==> src/rtl/wb4_fifo_drain_packer_if.sv <==
// Wishbone B4 pipelined read bus: one master issues cyc/stb, the slave
// answers with ack/data and can hold off strobes with stall.
`timescale 1ns/1ps
interface wb4_fifo_drain_packer_if #(
  parameter int unsigned P_DW = 8
) ();
  logic            cyc;
  logic            stb;
  logic            ack;
  logic            stall;
  logic [P_DW-1:0] data;

  modport master (output cyc, stb, input  ack, stall, data);
  modport slave  (input  cyc, stb, output ack, stall, data);
endinterface

==> src/rtl/wb4_fifo_drain_packer.sv <==
// Drains narrow units from a WB4 pipelined FIFO read slave, packs P_RATIO
// consecutive units (first unit in the LSBs) and serves each packed word to a
// downstream WB4 pipelined master.
`timescale 1ns/1ps
module wb4_fifo_drain_packer #(
  parameter int unsigned P_DATA_MSB = 7,
  parameter int unsigned P_RATIO    = 4
) (
  input  logic                    i_wb4_sclk,
  input  logic                    i_wb4_srst,
  wb4_fifo_drain_packer_if.master wb4_in,
  wb4_fifo_drain_packer_if.slave  wb4_out
);
  localparam int unsigned UW = P_DATA_MSB + 1;
  localparam int unsigned WW = P_RATIO * UW;
  localparam int unsigned LW = $clog2(P_RATIO);
  localparam int unsigned CW = LW + 1;
  localparam logic [CW-1:0] FULL = CW'(P_RATIO);

  logic          run_q;
  logic [CW-1:0] outst_q, outst_d;
  logic [CW-1:0] filled_q, filled_d;
  logic [WW-1:0] pack_q, pack_d;
  logic [WW-1:0] word_q, word_d;
  logic          wv_q, wv_d;
  logic          sack_q, sack_d;
  logic [WW-1:0] sdata_q, sdata_d;

  logic [CW:0]   used;
  logic          mstb;
  logic          accept;
  logic          capture;
  logic          rd;
  logic          xfer;

  // Strobe/cycle come from registered state only; run_q holds them low
  // during reset and releases them one cycle after reset is removed.
  always_comb begin
    used    = {1'b0, filled_q} + {1'b0, outst_q};
    mstb    = run_q && (used < {1'b0, FULL}) && (filled_q != FULL);
    accept  = mstb && !wb4_in.stall;
    capture = wb4_in.ack && (outst_q != '0);
    rd      = wb4_out.cyc && wb4_out.stb && wv_q;
    xfer    = (filled_q == FULL) && (!wv_q || rd);
  end

  assign wb4_in.cyc    = mstb || (outst_q != '0);
  assign wb4_in.stb    = mstb;
  assign wb4_out.ack   = sack_q;
  assign wb4_out.data  = sdata_q;
  assign wb4_out.stall = !wv_q;

  // Next-state for counters, lane packing, the buffered word and the read port.
  // The served data gets its own register so a transfer reloading the buffer
  // in the same cycle as a read cannot overwrite the word being acked.
  always_comb begin
    outst_d  = outst_q;
    filled_d = filled_q;
    pack_d   = pack_q;
    word_d   = word_q;
    wv_d     = wv_q;
    sack_d   = rd;
    sdata_d  = sdata_q;

    if (accept && !capture) begin
      outst_d = outst_q + CW'(1);
    end else if (!accept && capture) begin
      outst_d = outst_q - CW'(1);
    end

    if (capture) begin
      pack_d[filled_q[LW-1:0]*UW +: UW] = wb4_in.data;
    end

    if (xfer) begin
      filled_d = '0;
      word_d   = pack_q;
      wv_d     = 1'b1;
    end else begin
      if (capture) begin
        filled_d = filled_q + CW'(1);
      end
      if (rd) begin
        wv_d = 1'b0;
      end
    end

    if (rd) begin
      sdata_d = word_q;
    end
  end

  // State register with synchronous active-high reset.
  always_ff @(posedge i_wb4_sclk) begin
    if (i_wb4_srst) begin
      run_q    <= 1'b0;
      outst_q  <= '0;
      filled_q <= '0;
      pack_q   <= '0;
      word_q   <= '0;
      wv_q     <= 1'b0;
      sack_q   <= 1'b0;
      sdata_q  <= '0;
    end else begin
      run_q    <= 1'b1;
      outst_q  <= outst_d;
      filled_q <= filled_d;
      pack_q   <= pack_d;
      word_q   <= word_d;
      wv_q     <= wv_d;
      sack_q   <= sack_d;
      sdata_q  <= sdata_d;
    end
  end
endmodule

==> src/flat_wrapper.sv <==
// flat-port wrapper written by rule: the top's interface ports become plain ports
module wb4_fifo_drain_packer_flat 
#(
  parameter int unsigned P_DATA_MSB = 7,
  parameter int unsigned P_RATIO    = 4
)
  (i_wb4_sclk, i_wb4_srst, wb4_in_cyc, wb4_in_stb, wb4_in_ack, wb4_in_stall, wb4_in_data, wb4_out_cyc, wb4_out_stb, wb4_out_ack, wb4_out_stall, wb4_out_data);
  wb4_fifo_drain_packer_if #(.P_DW((8))) wb4_in_i ();
  wb4_fifo_drain_packer_if #(.P_DW((32))) wb4_out_i ();
  input  logic i_wb4_sclk;
  input  logic i_wb4_srst;
  output wire logic [$bits(wb4_in_i.cyc)-1:0] wb4_in_cyc;
  output wire logic [$bits(wb4_in_i.stb)-1:0] wb4_in_stb;
  input wire logic [$bits(wb4_in_i.ack)-1:0] wb4_in_ack;
  input wire logic [$bits(wb4_in_i.stall)-1:0] wb4_in_stall;
  input wire logic [$bits(wb4_in_i.data)-1:0] wb4_in_data;
  input wire logic [$bits(wb4_out_i.cyc)-1:0] wb4_out_cyc;
  input wire logic [$bits(wb4_out_i.stb)-1:0] wb4_out_stb;
  output wire logic [$bits(wb4_out_i.ack)-1:0] wb4_out_ack;
  output wire logic [$bits(wb4_out_i.stall)-1:0] wb4_out_stall;
  output wire logic [$bits(wb4_out_i.data)-1:0] wb4_out_data;
  assign wb4_in_cyc = wb4_in_i.cyc;
  assign wb4_in_stb = wb4_in_i.stb;
  assign wb4_in_i.ack = wb4_in_ack;
  assign wb4_in_i.stall = wb4_in_stall;
  assign wb4_in_i.data = wb4_in_data;
  assign wb4_out_i.cyc = wb4_out_cyc;
  assign wb4_out_i.stb = wb4_out_stb;
  assign wb4_out_ack = wb4_out_i.ack;
  assign wb4_out_stall = wb4_out_i.stall;
  assign wb4_out_data = wb4_out_i.data;
  wb4_fifo_drain_packer #(.P_DATA_MSB(P_DATA_MSB), .P_RATIO(P_RATIO)) u_core (.i_wb4_sclk(i_wb4_sclk), .i_wb4_srst(i_wb4_srst), .wb4_in(wb4_in_i), .wb4_out(wb4_out_i));
endmodule
==> config.mk <==
export PLATFORM = sky130hd
export DESIGN_NAME = wb4_fifo_drain_packer_flat
export DESIGN_NICKNAME = d
export VERILOG_FILES = /design/src/rtl/wb4_fifo_drain_packer_if.sv /design/src/rtl/wb4_fifo_drain_packer.sv /design/src/flat_wrapper.sv
export SDC_FILE = /design/constraint.sdc
export NUM_CORES = 1
export LEC_CHECK = 0
export ABC_AREA = 1
export BUFFER_PORTS_ARGS = -buffer_cell sky130_fd_sc_hd__buf_4
export CAP_MARGIN = 20
export CORE_MARGIN = 8
export CORE_UTILIZATION = 48
export DETAILED_ROUTE_END_ITERATION = 7
export PLACE_DENSITY = 0.69
export SLEW_MARGIN = 20
export SYNTH_ARGS = -nofsm -noshare
export SYNTH_HDL_FRONTEND = slang
export SYNTH_SLANG_ARGS = --single-unit
==> constraint.sdc <==
create_clock -name i_wb4_sclk -period 6.4 [get_ports i_wb4_sclk]
set_input_delay 0.64 -clock i_wb4_sclk [delete_from_list [all_inputs] [get_ports i_wb4_sclk]]
set_output_delay 0.64 -clock i_wb4_sclk [all_outputs]
set_load 0.03 [all_outputs]
Word level (Yosys, flattened, before mapping)
Cells that the tools add are included.
{"block": "totals", "reg_bits": 105, "latchBits": 0, "ram_bits": 0, "rom_bits": 0, "input_bits": 14, "out_inout_bits": 36, "wordCells": 43, "n_memories": 0}
{"block": "op_classes", "addsub": 5, "n_mul": 0, "n_div": 0, "magnitude_cmp": 1, "eq_ne": 2, "n_shift": 2, "mux": 6, "n_bitwise": 0, "n_reduce_logical": 19}
{"operator": "negation 5 -> 34 bit", "count": 1}
{"operator": "variable shift 8 x 34 -> 32 bit (first input constant)", "count": 1}
{"operator": "variable part select 8 x 34 -> 32 bit", "count": 1}
{"operator": "bitwise mux 32 bit", "count": 1}
{"operator": "logical AND 1 bit", "count": 9}
{"operator": "adder 3 x 1 -> 3 bit (second input constant)", "count": 2}
{"operator": "two-way mux 3 bit", "count": 2}
{"operator": "adder 3 x 3 -> 4 bit", "count": 1}
{"operator": "logical NOT 1 bit", "count": 4}
{"operator": "less-than comparator 4 x 3 -> 1 bit (second input constant)", "count": 1}
{"operator": "nonzero test 2 bit", "count": 2}
{"operator": "equality test 3 bit (second input constant)", "count": 1}
{"operator": "two-way mux 1 bit", "count": 3}
{"operator": "inequality test 3 bit (second input constant)", "count": 1}
{"operator": "nonzero test 3 bit", "count": 1}
{"operator": "subtractor 3 x 1 -> 3 bit (second input constant)", "count": 1}
{"operator": "logical OR 1 bit", "count": 2}
{"operator": "OR reduction 2 bit", "count": 1}

Logic depth before layout (Yosys ltp)
{"block": "logic_depth", "depth_word": 9, "mapped_depth": 13, "depth_no_buf": 13}

Worst setup path after synthesis
No wires, ideal clock.
{"block": "synth_timing", "path_type": "register -> register", "startpoint": "register u_core.filled_q[0]", "endpoint": "register u_core.outst_q[2]", "setup_time_ns": 0.125, "t_arrival_ns": 1.940, "t_required_ns": 6.275, "slack_ns": 4.334, "stages_incl_launch_ff": 13, "n_path_buf": 0, "period_less_slack_ns": 2.066, "cell_sequence": "dfxtp_1 inv_1 ha_1 nand2_1 nand3b_1 nor2_1 ha_1 inv_1 fa_1 nand2_1 nand3_1 o21ai_0 a21oi_1"}
{"block": "synth_via", "elab_chain_cells": 8, "elab_cells_between_ends": 11, "cone_classes": "add/sub (1); order compare (1); eq/ne (1); mux (1); reduce/logical (7)"}
{"element": "start, declared", "line": "wb4_fifo_drain_packer.sv:22", "text": "logic [CW-1:0] filled_q, filled_d;"}
{"element": "start signal, assigned", "line": "wb4_fifo_drain_packer.sv:107", "text": "filled_q <= filled_d;"}
{"element": "adder 3 x 3 -> 4 bit", "line": "wb4_fifo_drain_packer.sv:39", "text": "used = {1'b0, filled_q} + {1'b0, outst_q};"}
{"element": "less-than comparator 4 x 3 -> 1 bit", "line": "wb4_fifo_drain_packer.sv:40", "text": "mstb = run_q && (used < {1'b0, FULL}) && (filled_q != FULL);"}
{"element": "logical AND 1 bit", "line": "wb4_fifo_drain_packer.sv:40"}
{"element": "logical AND 1 bit *", "line": "wb4_fifo_drain_packer.sv:40"}
{"element": "logical AND 1 bit *", "line": "wb4_fifo_drain_packer.sv:41", "text": "accept = mstb && !wb4_in.stall;"}
{"element": "logical NOT 1 bit", "line": "wb4_fifo_drain_packer.sv:67", "text": "end else if (!accept && capture) begin"}
{"element": "logical AND 1 bit", "line": "wb4_fifo_drain_packer.sv:67"}
{"element": "nonzero test 2 bit (no source line)"}
{"element": "end signal, assigned", "line": "wb4_fifo_drain_packer.sv:106", "text": "outst_q <= outst_d;"}
{"element": "end, declared", "line": "wb4_fifo_drain_packer.sv:21", "text": "logic [CW-1:0] outst_q, outst_d;"}
Every way passes the cells marked *; elsewhere a longest branch is shown, timed or not.
A chain may end at the register's enable or synchronous reset.

Worst setup path after layout
Ends and elaborated chain as after synthesis.

==> out/qor.yml <==
die-area_um2: 11800
antenna_found_initial: 0
rows: 34
clock_latency_ns: 0.37
routed_via_density: 4.99
reg2reg_setup_slack_ns: 3.72
synthesis.nets: 564
yosysUniqueCellTypes: 23
cellLeakagePower_nw: 1.96
whs_endpoint: "u_core.wb4_out.data[17]"
dp_hpwl_mm: 5.95
avgSynthCellArea_um2: 7.64
crit_fanout: 15
finalClockSkew_ns: 0.00723
worst_slew_pin_slew_ns: 0.937
setup_viol: 0
cp_cell_sequence: "inv_1, ha_1, nand2_1, nand3b_1, nor2_1, ha_1, inv_1, fa_1, nand2_1, nand3_1, o21ai_0, a21oi_1"
num_io_pins: 50
required_ns: 6.65
wl_per_cell_um: 12.5
cp_top_family: "adder cells"
drt_drc_violations_left: 0
r2r_end: "u_core.outst_q[2]"
grtUsageTotal: 0.151
ys_warn_count: 0
slew_headroom: 0.374
grt_pass1_wl_mm: 14.4
area_delta_synth_final_pct: 14.6
clk_pin_slew_ns: 0.09
portBuffers: 49
synth_area_um2: 4140
startpoint: "u_core.filled_q[0]"
status: "finished clean"
switching_share: 0.309
ys_seq_area_frac: 0.508
final_nets: 593
tns_ns: 0
timing_worst_setup_path_type: "flop to flop"
tritoncts: "built"
h-tree-depth: 3
synthesis.instances: 541
critical-path-max-stage-delay_ns: 0.65
fin_crit_sh: 0.418
antenna_cells: 0
wirelength_mm: 8.57
comb_power_share: 0.197
grt_max_degree: 77
end_kind: "flop"
ant_nets: 0
grt_overflow: 0
hp-start: "u_core.wb4_out.data[17]"
post_cts_resized: 0
slowest_stage: "dfxtp_1"
cts_sinks: 105
post-cts-setup-buffer-count: 0
gp_congestion: 0.862
final-hold-violation-count: 0
power.share.sequential: 0.492
die_y_um: 109
first_global_vias: 3207
arrival_ns: 2.93
via_count: 3409
p_switching_w: 0.000447
ctsHoldBuffers: 0
fp.dieW_um: 109
fp.coreArea_um2: 8550
internal_power_w: 0.00100
whs_ns: 0.449
drive_gt1_frac: 0.129
start_util: 0.484
final_util: 0.554
rsz0062_at_grt: "no"
drtIter0Drc: 112
hold_class: "flop to flop"
power_frac_clock: 0.311
powerDensity_nw_per_um2: 306
worst-path-buf-inv: 2
worst-r2r-cell-count: 12
rr_startpoint: "u_core.filled_q[0]"
clock_path_buffers: 2
dr.pass1.iters: 4
max_clock_freq_mhz: 373
start_kind: "flop"
min_period_ns: 2.68
cts_root_buffer: "clkbuf_8"
cap_violations: 0
cts_made_buffers: 9
drv_slew: 0
max-vdd-ir-drop_mv: 0.247
ys_ff_latch: 105
hold_depth: 2
layer usage:
| layer | part of all wire | track usage | wire length, µm |
|---|---|---|---|
| met1 | 0.49 | 0.195 | 4160 |
| met2 | 0.43 | 0.234 | 3700 |
| met3 | 0.068 | 0.0420 | 584 |
| met4 | 0.014 | 0.0587 | 119 |
| met5 | 0 | 0 | 0 |
worst max path at each step:
stage	slack, ns	cells after the start	to
2_1_floorplan	4.33	12	u_core.outst_q[2]
3_3_place_gp	4.01	12	u_core.outst_q[2]
3_5_place_dp	3.81	12	u_core.outst_q[2]
4_1_cts	3.77	6	wb4_in_cyc
5_1_grt	3.55	13	u_core.outst_q[2]
6_report	3.72	12	u_core.outst_q[2]
layout make-up:
class                           instances  area (µm²)
Tap cell                              108         135
Sequential cell                       105        2100
Timing Repair Buffer                   51         403
Clock inverter                          4        76.3
Inverter                               54         203
Clock buffer                           12         145
Fill cell                             817        3810
Multi-Input combinational cell        349        1670
registers in the layout (all words and copies together) (netlist names):
signal and count:
u_core.pack_q 32, u_core.wb4_out.data 32, u_core.word_q 32, u_core.filled_q 3
u_core.outst_q 3, u_core.run_q 1, u_core.wb4_out.ack 1, u_core.wv_q 1
synthesized netlist by cell type:
| library cell | number | share of area |
|---|---|---|
| dfxtp_1 | 105 | 0.51 |
| nor2_1 | 87 | 0.079 |
| a21oi_1 | 77 | 0.093 |
| o21ai_0 | 66 | 0.080 |
| nand2_1 | 62 | 0.056 |
| inv_1 | 51 | 0.046 |
| nand3_1 | 40 | 0.048 |
| clkbuf_1 | 15 | 0.014 |
| buf_2 | 12 | 0.015 |
| ha_1 | 8 | 0.024 |
| inv_2 | 3 | 0.0027 |
| buf_4 | 2 | 0.0036 |
| buf_6 | 2 | 0.0054 |
| xor2_1 | 2 | 0.0042 |
| a21oi_2 | 1 | 0.0021 |
| a21oi_4 | 1 | 0.0039 |
| buf_1 | 1 | 0.00091 |
| clkbuf_2 | 1 | 0.0012 |
| fa_1 | 1 | 0.0048 |
| nand2_2 | 1 | 0.0015 |
| nand3_2 | 1 | 0.0024 |
| nand3b_1 | 1 | 0.0018 |
| nor2_2 | 1 | 0.0015 |
power groups by stage:
stage / Sequential [W] / Clock (W) / Combinational, W
after floorplan: 0.000718 / 0 / 0.000241
after global placement: 0.000726 / 0 / 0.000275
after CTS: 0.000712 / 0.000461 / 0.000285
final: 0.000713 / 0.000450 / 0.000285
after global routing: 0.000718 / 0.000486 / 0.000323
after detailed placement: 0.000728 / 0 / 0.000284
cell usage in the layout (no fill, tap or decap), drive strengths merged:
cell type	Yosys	routed
nand3	41	41
dfxtp	105	105
clkinvlp	0	1
nand2	63	63
clkbuf	16	12
buf	17	51
nor2	88	88
clkinv	0	1
o21ai	66	66
fa	1	1
nand3b	1	1
a21oi	79	79
ha	8	8
inv	54	54
bufinv	0	2
xor2	2	2
tightest hold or removal path, delay by kind of cell, from the launching register on:
kind | cells | cell delay [ns]
buffers and inverters | 1 | 0.04
AOI/OAI and AO/OA | 1 | 0.05
DFF | 1 | 0.32
logic make-up (layout without fill, tap and decap cells):
group           Yosys count  after routing  synth area share
flops                   105            105             0.508
xor+xnor                  2              2           0.00424
compound gates          145            145             0.179
buf+inv                  87            121            0.0883
fa+ha+maj                 9              9            0.0290
simple gates            193            193             0.191
through the flow:
step / std cells / instance area [µm²] / setup WS (ns) / power [W]
2_1_floorplan: 541 / 4140 / 4.33 / 0.000960
3_3_place_gp: 666 / 4490 / 4.01 / 0.00100
3_5_place_dp: 666 / 4490 / 3.81 / 0.00101
4_1_cts: 682 / 4710 / 3.77 / 0.00146
5_1_grt: 683 / 4740 / 3.55 / 0.00153
6_report: 683 / 4740 / 3.72 / 0.00145
No activity file was read; power rests on OpenSTA's default activity.
